File: src/rtl/stall_ctrl_if.sv
// Hazard/stall controller bus: ID/EX/MEM hazard inputs and the stall/busy outputs.
// The pipeline drives through the master modport; stall_ctrl attaches to slave.
interface stall_ctrl_if;
    logic [4:0]  D_Rs;
    logic [4:0]  D_Rt;
    logic [1:0]  D_Tuse_Rs;
    logic [1:0]  D_Tuse_Rt;
    logic        D_Is_MD;
    logic [4:0]  E_Wreg;
    logic [1:0]  E_Tnew;
    logic [4:0]  M_Wreg;
    logic [1:0]  M_Tnew;
    logic        E_Mult_Start;
    logic        E_Div_Start;
    logic        PC_En;
    logic        FD_En;
    logic        DE_Clr;
    logic        MD_Busy;
    logic [31:0] Stall_Cnt;

    modport master (
        output D_Rs, D_Rt, D_Tuse_Rs, D_Tuse_Rt, D_Is_MD,
        output E_Wreg, E_Tnew, M_Wreg, M_Tnew, E_Mult_Start, E_Div_Start,
        input  PC_En, FD_En, DE_Clr, MD_Busy, Stall_Cnt
    );

    modport slave (
        input  D_Rs, D_Rt, D_Tuse_Rs, D_Tuse_Rt, D_Is_MD,
        input  E_Wreg, E_Tnew, M_Wreg, M_Tnew, E_Mult_Start, E_Div_Start,
        output PC_En, FD_En, DE_Clr, MD_Busy, Stall_Cnt
    );
endinterface

File: src/rtl/stall_ctrl.sv
// Pipeline hazard/stall controller for the 5-stage MIPS core: Tuse/Tnew data
// hazards, mult/div busy tracking and a saturating count of stalled cycles.
module stall_ctrl #(
    parameter int MULT_CYCLES = 5,
    parameter int DIV_CYCLES  = 10,
    parameter int CNT_W       = 4
) (
    input  logic         Clock,
    input  logic         Reset,
    stall_ctrl_if.slave  bus
);

    logic [CNT_W-1:0] r_cnt;
    logic [31:0]      r_stall_cnt;

    logic             w_md_busy;
    logic             w_stall_rs;
    logic             w_stall_rt;
    logic             w_stall_md;
    logic             w_stall;

    assign w_md_busy = (r_cnt != '0);

    // NOTE: every variable written in always_comb is given a default first so no
    // path can leave it unassigned and infer a latch.
    always_comb begin
        w_stall_rs = 1'b0;
        w_stall_rt = 1'b0;
        w_stall_md = 1'b0;

        if (bus.D_Rs != 5'd0) begin
            w_stall_rs = ((bus.D_Rs == bus.E_Wreg) && (bus.D_Tuse_Rs < bus.E_Tnew)) ||
                         ((bus.D_Rs == bus.M_Wreg) && (bus.D_Tuse_Rs < bus.M_Tnew));
        end

        if (bus.D_Rt != 5'd0) begin
            w_stall_rt = ((bus.D_Rt == bus.E_Wreg) && (bus.D_Tuse_Rt < bus.E_Tnew)) ||
                         ((bus.D_Rt == bus.M_Wreg) && (bus.D_Tuse_Rt < bus.M_Tnew));
        end

        // The start cycle itself must stall too: the counter only loads on that edge.
        w_stall_md = bus.D_Is_MD && (bus.E_Mult_Start || bus.E_Div_Start || w_md_busy);
    end

    assign w_stall = w_stall_rs | w_stall_rt | w_stall_md;

    // NOTE: sequential state uses non-blocking assignments so every register
    // samples pre-edge values regardless of statement order.
    always_ff @(posedge Clock) begin
        if (Reset) begin
            r_cnt <= '0;
        end else if (bus.E_Div_Start) begin
            r_cnt <= CNT_W'(DIV_CYCLES);
        end else if (bus.E_Mult_Start) begin
            r_cnt <= CNT_W'(MULT_CYCLES);
        end else if (r_cnt != '0) begin
            r_cnt <= r_cnt - CNT_W'(1);
        end
    end

    always_ff @(posedge Clock) begin
        if (Reset) begin
            r_stall_cnt <= 32'd0;
        end else if (w_stall && (r_stall_cnt != 32'hFFFF_FFFF)) begin
            r_stall_cnt <= r_stall_cnt + 32'd1;
        end
    end

    assign bus.PC_En     = ~w_stall;
    assign bus.FD_En     = ~w_stall;
    assign bus.DE_Clr    = w_stall;
    assign bus.MD_Busy   = w_md_busy;
    assign bus.Stall_Cnt = r_stall_cnt;

endmodule
File: src/flat_wrapper.sv
// flat-port wrapper written by rule: the top's interface ports become plain ports
module stall_ctrl_flat 
#(
    parameter int MULT_CYCLES = 5,
    parameter int DIV_CYCLES  = 10,
    parameter int CNT_W       = 4
)
  (Clock, Reset, bus_D_Rs, bus_D_Rt, bus_D_Tuse_Rs, bus_D_Tuse_Rt, bus_D_Is_MD, bus_E_Wreg, bus_E_Tnew, bus_M_Wreg, bus_M_Tnew, bus_E_Mult_Start, bus_E_Div_Start, bus_PC_En, bus_FD_En, bus_DE_Clr, bus_MD_Busy, bus_Stall_Cnt);
  stall_ctrl_if bus_i ();
  input  logic Clock;
  input  logic Reset;
  input wire logic [$bits(bus_i.D_Rs)-1:0] bus_D_Rs;
  input wire logic [$bits(bus_i.D_Rt)-1:0] bus_D_Rt;
  input wire logic [$bits(bus_i.D_Tuse_Rs)-1:0] bus_D_Tuse_Rs;
  input wire logic [$bits(bus_i.D_Tuse_Rt)-1:0] bus_D_Tuse_Rt;
  input wire logic [$bits(bus_i.D_Is_MD)-1:0] bus_D_Is_MD;
  input wire logic [$bits(bus_i.E_Wreg)-1:0] bus_E_Wreg;
  input wire logic [$bits(bus_i.E_Tnew)-1:0] bus_E_Tnew;
  input wire logic [$bits(bus_i.M_Wreg)-1:0] bus_M_Wreg;
  input wire logic [$bits(bus_i.M_Tnew)-1:0] bus_M_Tnew;
  input wire logic [$bits(bus_i.E_Mult_Start)-1:0] bus_E_Mult_Start;
  input wire logic [$bits(bus_i.E_Div_Start)-1:0] bus_E_Div_Start;
  output wire logic [$bits(bus_i.PC_En)-1:0] bus_PC_En;
  output wire logic [$bits(bus_i.FD_En)-1:0] bus_FD_En;
  output wire logic [$bits(bus_i.DE_Clr)-1:0] bus_DE_Clr;
  output wire logic [$bits(bus_i.MD_Busy)-1:0] bus_MD_Busy;
  output wire logic [$bits(bus_i.Stall_Cnt)-1:0] bus_Stall_Cnt;
  assign bus_i.D_Rs = bus_D_Rs;
  assign bus_i.D_Rt = bus_D_Rt;
  assign bus_i.D_Tuse_Rs = bus_D_Tuse_Rs;
  assign bus_i.D_Tuse_Rt = bus_D_Tuse_Rt;
  assign bus_i.D_Is_MD = bus_D_Is_MD;
  assign bus_i.E_Wreg = bus_E_Wreg;
  assign bus_i.E_Tnew = bus_E_Tnew;
  assign bus_i.M_Wreg = bus_M_Wreg;
  assign bus_i.M_Tnew = bus_M_Tnew;
  assign bus_i.E_Mult_Start = bus_E_Mult_Start;
  assign bus_i.E_Div_Start = bus_E_Div_Start;
  assign bus_PC_En = bus_i.PC_En;
  assign bus_FD_En = bus_i.FD_En;
  assign bus_DE_Clr = bus_i.DE_Clr;
  assign bus_MD_Busy = bus_i.MD_Busy;
  assign bus_Stall_Cnt = bus_i.Stall_Cnt;
  stall_ctrl #(.MULT_CYCLES(MULT_CYCLES), .DIV_CYCLES(DIV_CYCLES), .CNT_W(CNT_W)) u_core (.Clock(Clock), .Reset(Reset), .bus(bus_i));
endmodule
File: config.mk
export PLATFORM = sky130hd
export DESIGN_NAME = stall_ctrl_flat
export DESIGN_NICKNAME = d
export VERILOG_FILES = /design/src/rtl/stall_ctrl_if.sv /design/src/rtl/stall_ctrl.sv /design/src/flat_wrapper.sv
export SDC_FILE = /design/constraint.sdc
export NUM_CORES = 1
export LEC_CHECK = 0
export CAP_MARGIN = 40
export CORE_MARGIN = 10
export CORE_UTILIZATION = 43
export CTS_CLUSTER_SIZE = 25
export DETAILED_ROUTE_END_ITERATION = 6
export PLACE_DENSITY_LB_ADDON = 0.12
export SKIP_LAST_GASP = 1
export SLEW_MARGIN = 20
export SYNTH_ARGS = -nofsm -noshare
export SYNTH_HDL_FRONTEND = slang
export SYNTH_SLANG_ARGS = --single-unit
export TNS_END_PERCENT = 1
File: constraint.sdc
create_clock -name Clock -period 2.45 [get_ports Clock]
set_input_delay 0.245 -clock Clock [delete_from_list [all_inputs] [get_ports Clock]]
set_output_delay 0.245 -clock Clock [all_outputs]
set_load 0.02 [all_outputs]
==> flow_summary_export.csv <==
group,metric,value,unit
min_path,hold_class,"register to register",
yosys,synthesis.area,0.00234,sq mm
floorplan,die_y,93.8,um
cts,clk_latency,300,ps
cts,cts_tree,"built",
critical_path,critPathLaunchType,"input pin",
pwr,p_total,0.00137,W
floorplan,dieArea,0.00880,sq mm
critical_path,cpPeakStageDelay,510,ps
route,drt_iter0_drc,188,
finish,antenna_cells,0,
yosys,seq_area_frac_synth,0.308,
min_path,whs_path_depth,2,
pwr,p_switching,0.000391,W
timing,clock-skew-final,12.1,ps
finish,fin_util,0.705,
critical_path,worstPathArrival,2730,ps
flow_run,cap_violations,0,
critical_path,crit_path_cell_trace,"clkdlybuf4s50_1 > inv_2 > ha_4 > a2111oi_4 > nand4_1 > a21oi_2 > nor3_4 > buf_6 > or4_1 > a21oi_1",
timing,finalCritPeriodShare,1.03,
route,post-route-drc-count,0,
route,first_pass_iters,4,
pwr,p_seq_frac,0.439,
finish,nets,432,
timing,drv_slew,0,
timing,tightest_slew,816,ps
global_routing,grt_overflow,0,
route,vias,2629,
route,wl_per_cell,16.4,um
cts,htree_levels,2,
critical_path,required,2660,ps
critical_path,timing.rr.start,"u_core.bus.Stall_Cnt[7]$_SDFFE_PP0P_",
placed_design,place_ws,-489,ps
floorplan,num_rows,26,
cts,cts_root_buf,"clkbuf_8",
cts,clockBufferDepth,2,
timing,grt_setup_unrepaired,"true",
timing,finalCriticalPeriod,2520,ps
placed_design,portBuffers,68,
finish,drive_gt1_frac,0.239,
pwr,leakagePower,1.30,nW
yosys,async_flop_share,0,
pwr,clockPowerShare,0.335,
global_routing,antenna_found_initial,0,
yosys,yosysWarnings,0,
critical_path,reg2regPathDepth,8,
yosys,synth_area_leaders,"dfxtp_1 31%, a21oi_1 6.8%, or4_1 6.4%",
run_status,status,"complete, but fails checks",
min_path,hp-start,"u_core.bus.Stall_Cnt[18]$_SDFFE_PP0P_",
cts,clkSlewWorstSetupHoldPaths,80,ps
pwr,power_frac_comb,0.226,
yosys,syn_nets,325,
critical_path,crit_type,"input pin to register",
timing,setup_viol,5,
yosys,ys_ff_latch,36,
global_routing,grt_pass1_wl,12.0,mm
cts,cts.sinks,36,
pwr,swShare,0.286,
yosys,synth_area_leader_cell,"dfxtp_1",
pwr,ir_worst_vdd,220,uV
floorplan,core_area,0.00520,sq mm
pwr,p_per_area,374,mW/mm^2
pwr,p_int,0.000979,W
route,ant_nets,0,
placed_design,gp_congestion,0.875,
timing,hold_violations,0,
floorplan,fp.dieW,93.8,um
cts,hold_buffers,0,
placed_design,dp_hpwl,5.52,mm
yosys,synth.top_cell.area_share,0.308,
global_routing,grt_max_degree,20,
critical_path,worst-path-buf-inv,3,
yosys,avgSynthCellArea,8.22,sq um
critical_path,slowest_stage,"or4_1",
critical_path,end_kind,"register",
yosys,synth-main-ff-cell,"dfxtp_1",
run_status,violations,"negative setup slack",
critical_path,rr_endpoint,"u_core.bus.Stall_Cnt[0]$_SDFFE_PP0P_",
floorplan,start_util,0.450,
yosys,postSynthCellCount,285,
yosys,ys_types,47,
route,routed_wl,7.59,mm
global_routing,grt_pass1_vias,2642,
finish,area_growth,56.6,%
floorplan,ioPinCount,69,
critical_path,cpLargestDelayFamily,"simple AND/OR/NAND/NOR gates",
min_path,whs_endpoint,"u_core.bus.Stall_Cnt[18]$_SDFFE_PP0P_",
yosys,synth_edf_count,0,
timing,slew-limit-headroom,0.455,
cts,cts_buffers,5,
global_routing,grt_util_all_layers,0.162,
route,vias_per_cell,5.68,
critical_path,rrSetupSlack,100,ps
critical_path,critPathMaxFanout,8,
timing,fmax,398,MHz
timing,fin_ws,-65.1,ps
-- registers in the layout (all words and copies together), names as in the netlist --
| signal | flops |
|---|---|
| u_core.r_cnt | 4 |
| u_core.bus.Stall_Cnt | 32 |
-- Yosys cell counts, types with 2 or more instances --
cell type  instances
or4_1             20
nor2_1            17
buf_1              2
inv_1             15
a2111oi_0          3
buf_2              3
o21ai_0            4
a21oi_1           32
nand4_1           13
dfxtp_1           36
mux2_4             2
a31o_2             4
o31ai_1           15
buf_4              2
ha_1               7
xnor2_1           12
o21ai_1            2
nand2b_1           3
nand2_1           10
nor2b_1            4
xor2_1            10
clkbuf_1           7
and4_1             8
nor3_1             6
and3_1             7
or3_1              5
nor4_1             3
nand3_1           14
-- power groups by stage --
stage | registers (W) | clock network (W) | logic, W
after floorplan | 0.000618 | 0 | 0.000119
after global placement | 0.000615 | 0 | 0.000265
after detailed placement | 0.000615 | 0 | 0.000269
after CTS | 0.000601 | 0.000468 | 0.000279
after global routing | 0.000602 | 0.000486 | 0.000334
final | 0.000601 | 0.000459 | 0.000310
-- cells in the final DEF, fill, tap and decap left out, types with 3 or more instances in the layout --
| cell type | count |
|---|---|
| ha_4 | 3 |
| a21oi_2 | 5 |
| o31ai_1 | 15 |
| nand3_1 | 14 |
| nor2b_1 | 4 |
| or3_1 | 5 |
| ha_1 | 4 |
| o21ai_0 | 4 |
| inv_1 | 14 |
| nand2_1 | 10 |
| xnor2_1 | 12 |
| nand2b_1 | 3 |
| dfxtp_1 | 29 |
| buf_6 | 5 |
| clkbuf_8 | 6 |
| buf_2 | 3 |
| nand4_1 | 13 |
| nor2_1 | 17 |
| a31o_2 | 4 |
| or4_1 | 19 |
| buf_4 | 41 |
| nor3_1 | 5 |
| xor2_1 | 10 |
| a21oi_1 | 27 |
| and3_1 | 7 |
| a2111oi_4 | 3 |
| clkdlybuf4s50_1 | 63 |
| dfxtp_2 | 7 |
| and4_1 | 8 |
-- worst max path at each step --
stage	start	endpoint	cells past startpoint
2_1_floorplan	u_core.bus.Stall_Cnt[6]$_SDFFE_PP0P_	u_core.bus.Stall_Cnt[6]$_SDFFE_PP0P_	8
3_3_place_gp	bus_E_Tnew[1]	bus_DE_Clr	9
3_5_place_dp	bus_E_Tnew[1]	bus_DE_Clr	9
4_1_cts	bus_D_Rt[0]	bus_PC_En	7
5_1_grt	bus_E_Tnew[1]	u_core.bus.Stall_Cnt[24]$_SDFFE_PP0P_	10
6_report	bus_E_Tnew[1]	u_core.bus.Stall_Cnt[24]$_SDFFE_PP0P_	10
-- cells by family (layout without fill, tap and decap cells) --
family | Yosys count | after routing | synth area share
simple gates | 119 | 119 | 0.311
compound gates | 67 | 67 | 0.183
flops | 36 | 36 | 0.308
buf+inv | 30 | 138 | 0.0561
xor+xnor | 22 | 22 | 0.0823
fa+ha+maj | 7 | 7 | 0.0374
mux | 4 | 4 | 0.0224
-- tightest hold or removal path: cells and delay by family, from the launching register on --
kind,cells,cell delay [ps]
flops,1,340
compound gates,2,130
-- what timing repair did --
item	in CTS	in global routing
hold endpoints to repair	0	0
cloned	0	1
gates resized for setup	16	28
setup endpoints to repair	24	24
buffers inserted	0	1
pin swaps	1	9
-- stage by stage --
step	hold WS [ps]	instances	cell area, sq um	setup TNS (ps)
after global routing	543	463	3670	-930
after floorplan	324	285	2350	-58.6
after detailed placement	492	453	3390	-11790
final	509	463	3670	-145
after global placement	487	453	3390	-9350
after CTS	505	461	3510	-20.6
-- layout make-up --
cell class / count / area [sq um]
tap: 70 / 87.6
timing repair buffer: 115 / 1050
sequential: 36 / 729
inverter: 15 / 56.3
fill: 422 / 1540
multi-input combinational: 219 / 1650
clock buffer: 7 / 86.3
clock inverter: 1 / 7.51
-- routing by layer --
| metal | vias to the layer above | track usage | share of wire |
|---|---|---|---|
| met1 | 1239 | 0.180 | 0.41 |
| li1 | 1292 | - | - |
| met4 | 0 | 0.0456 | 0.0087 |
| met2 | 92 | 0.279 | 0.49 |
| met5 | - | 0 | 0 |
| met3 | 6 | 0.0647 | 0.091 |
Power figures use the tool's default switching activity.
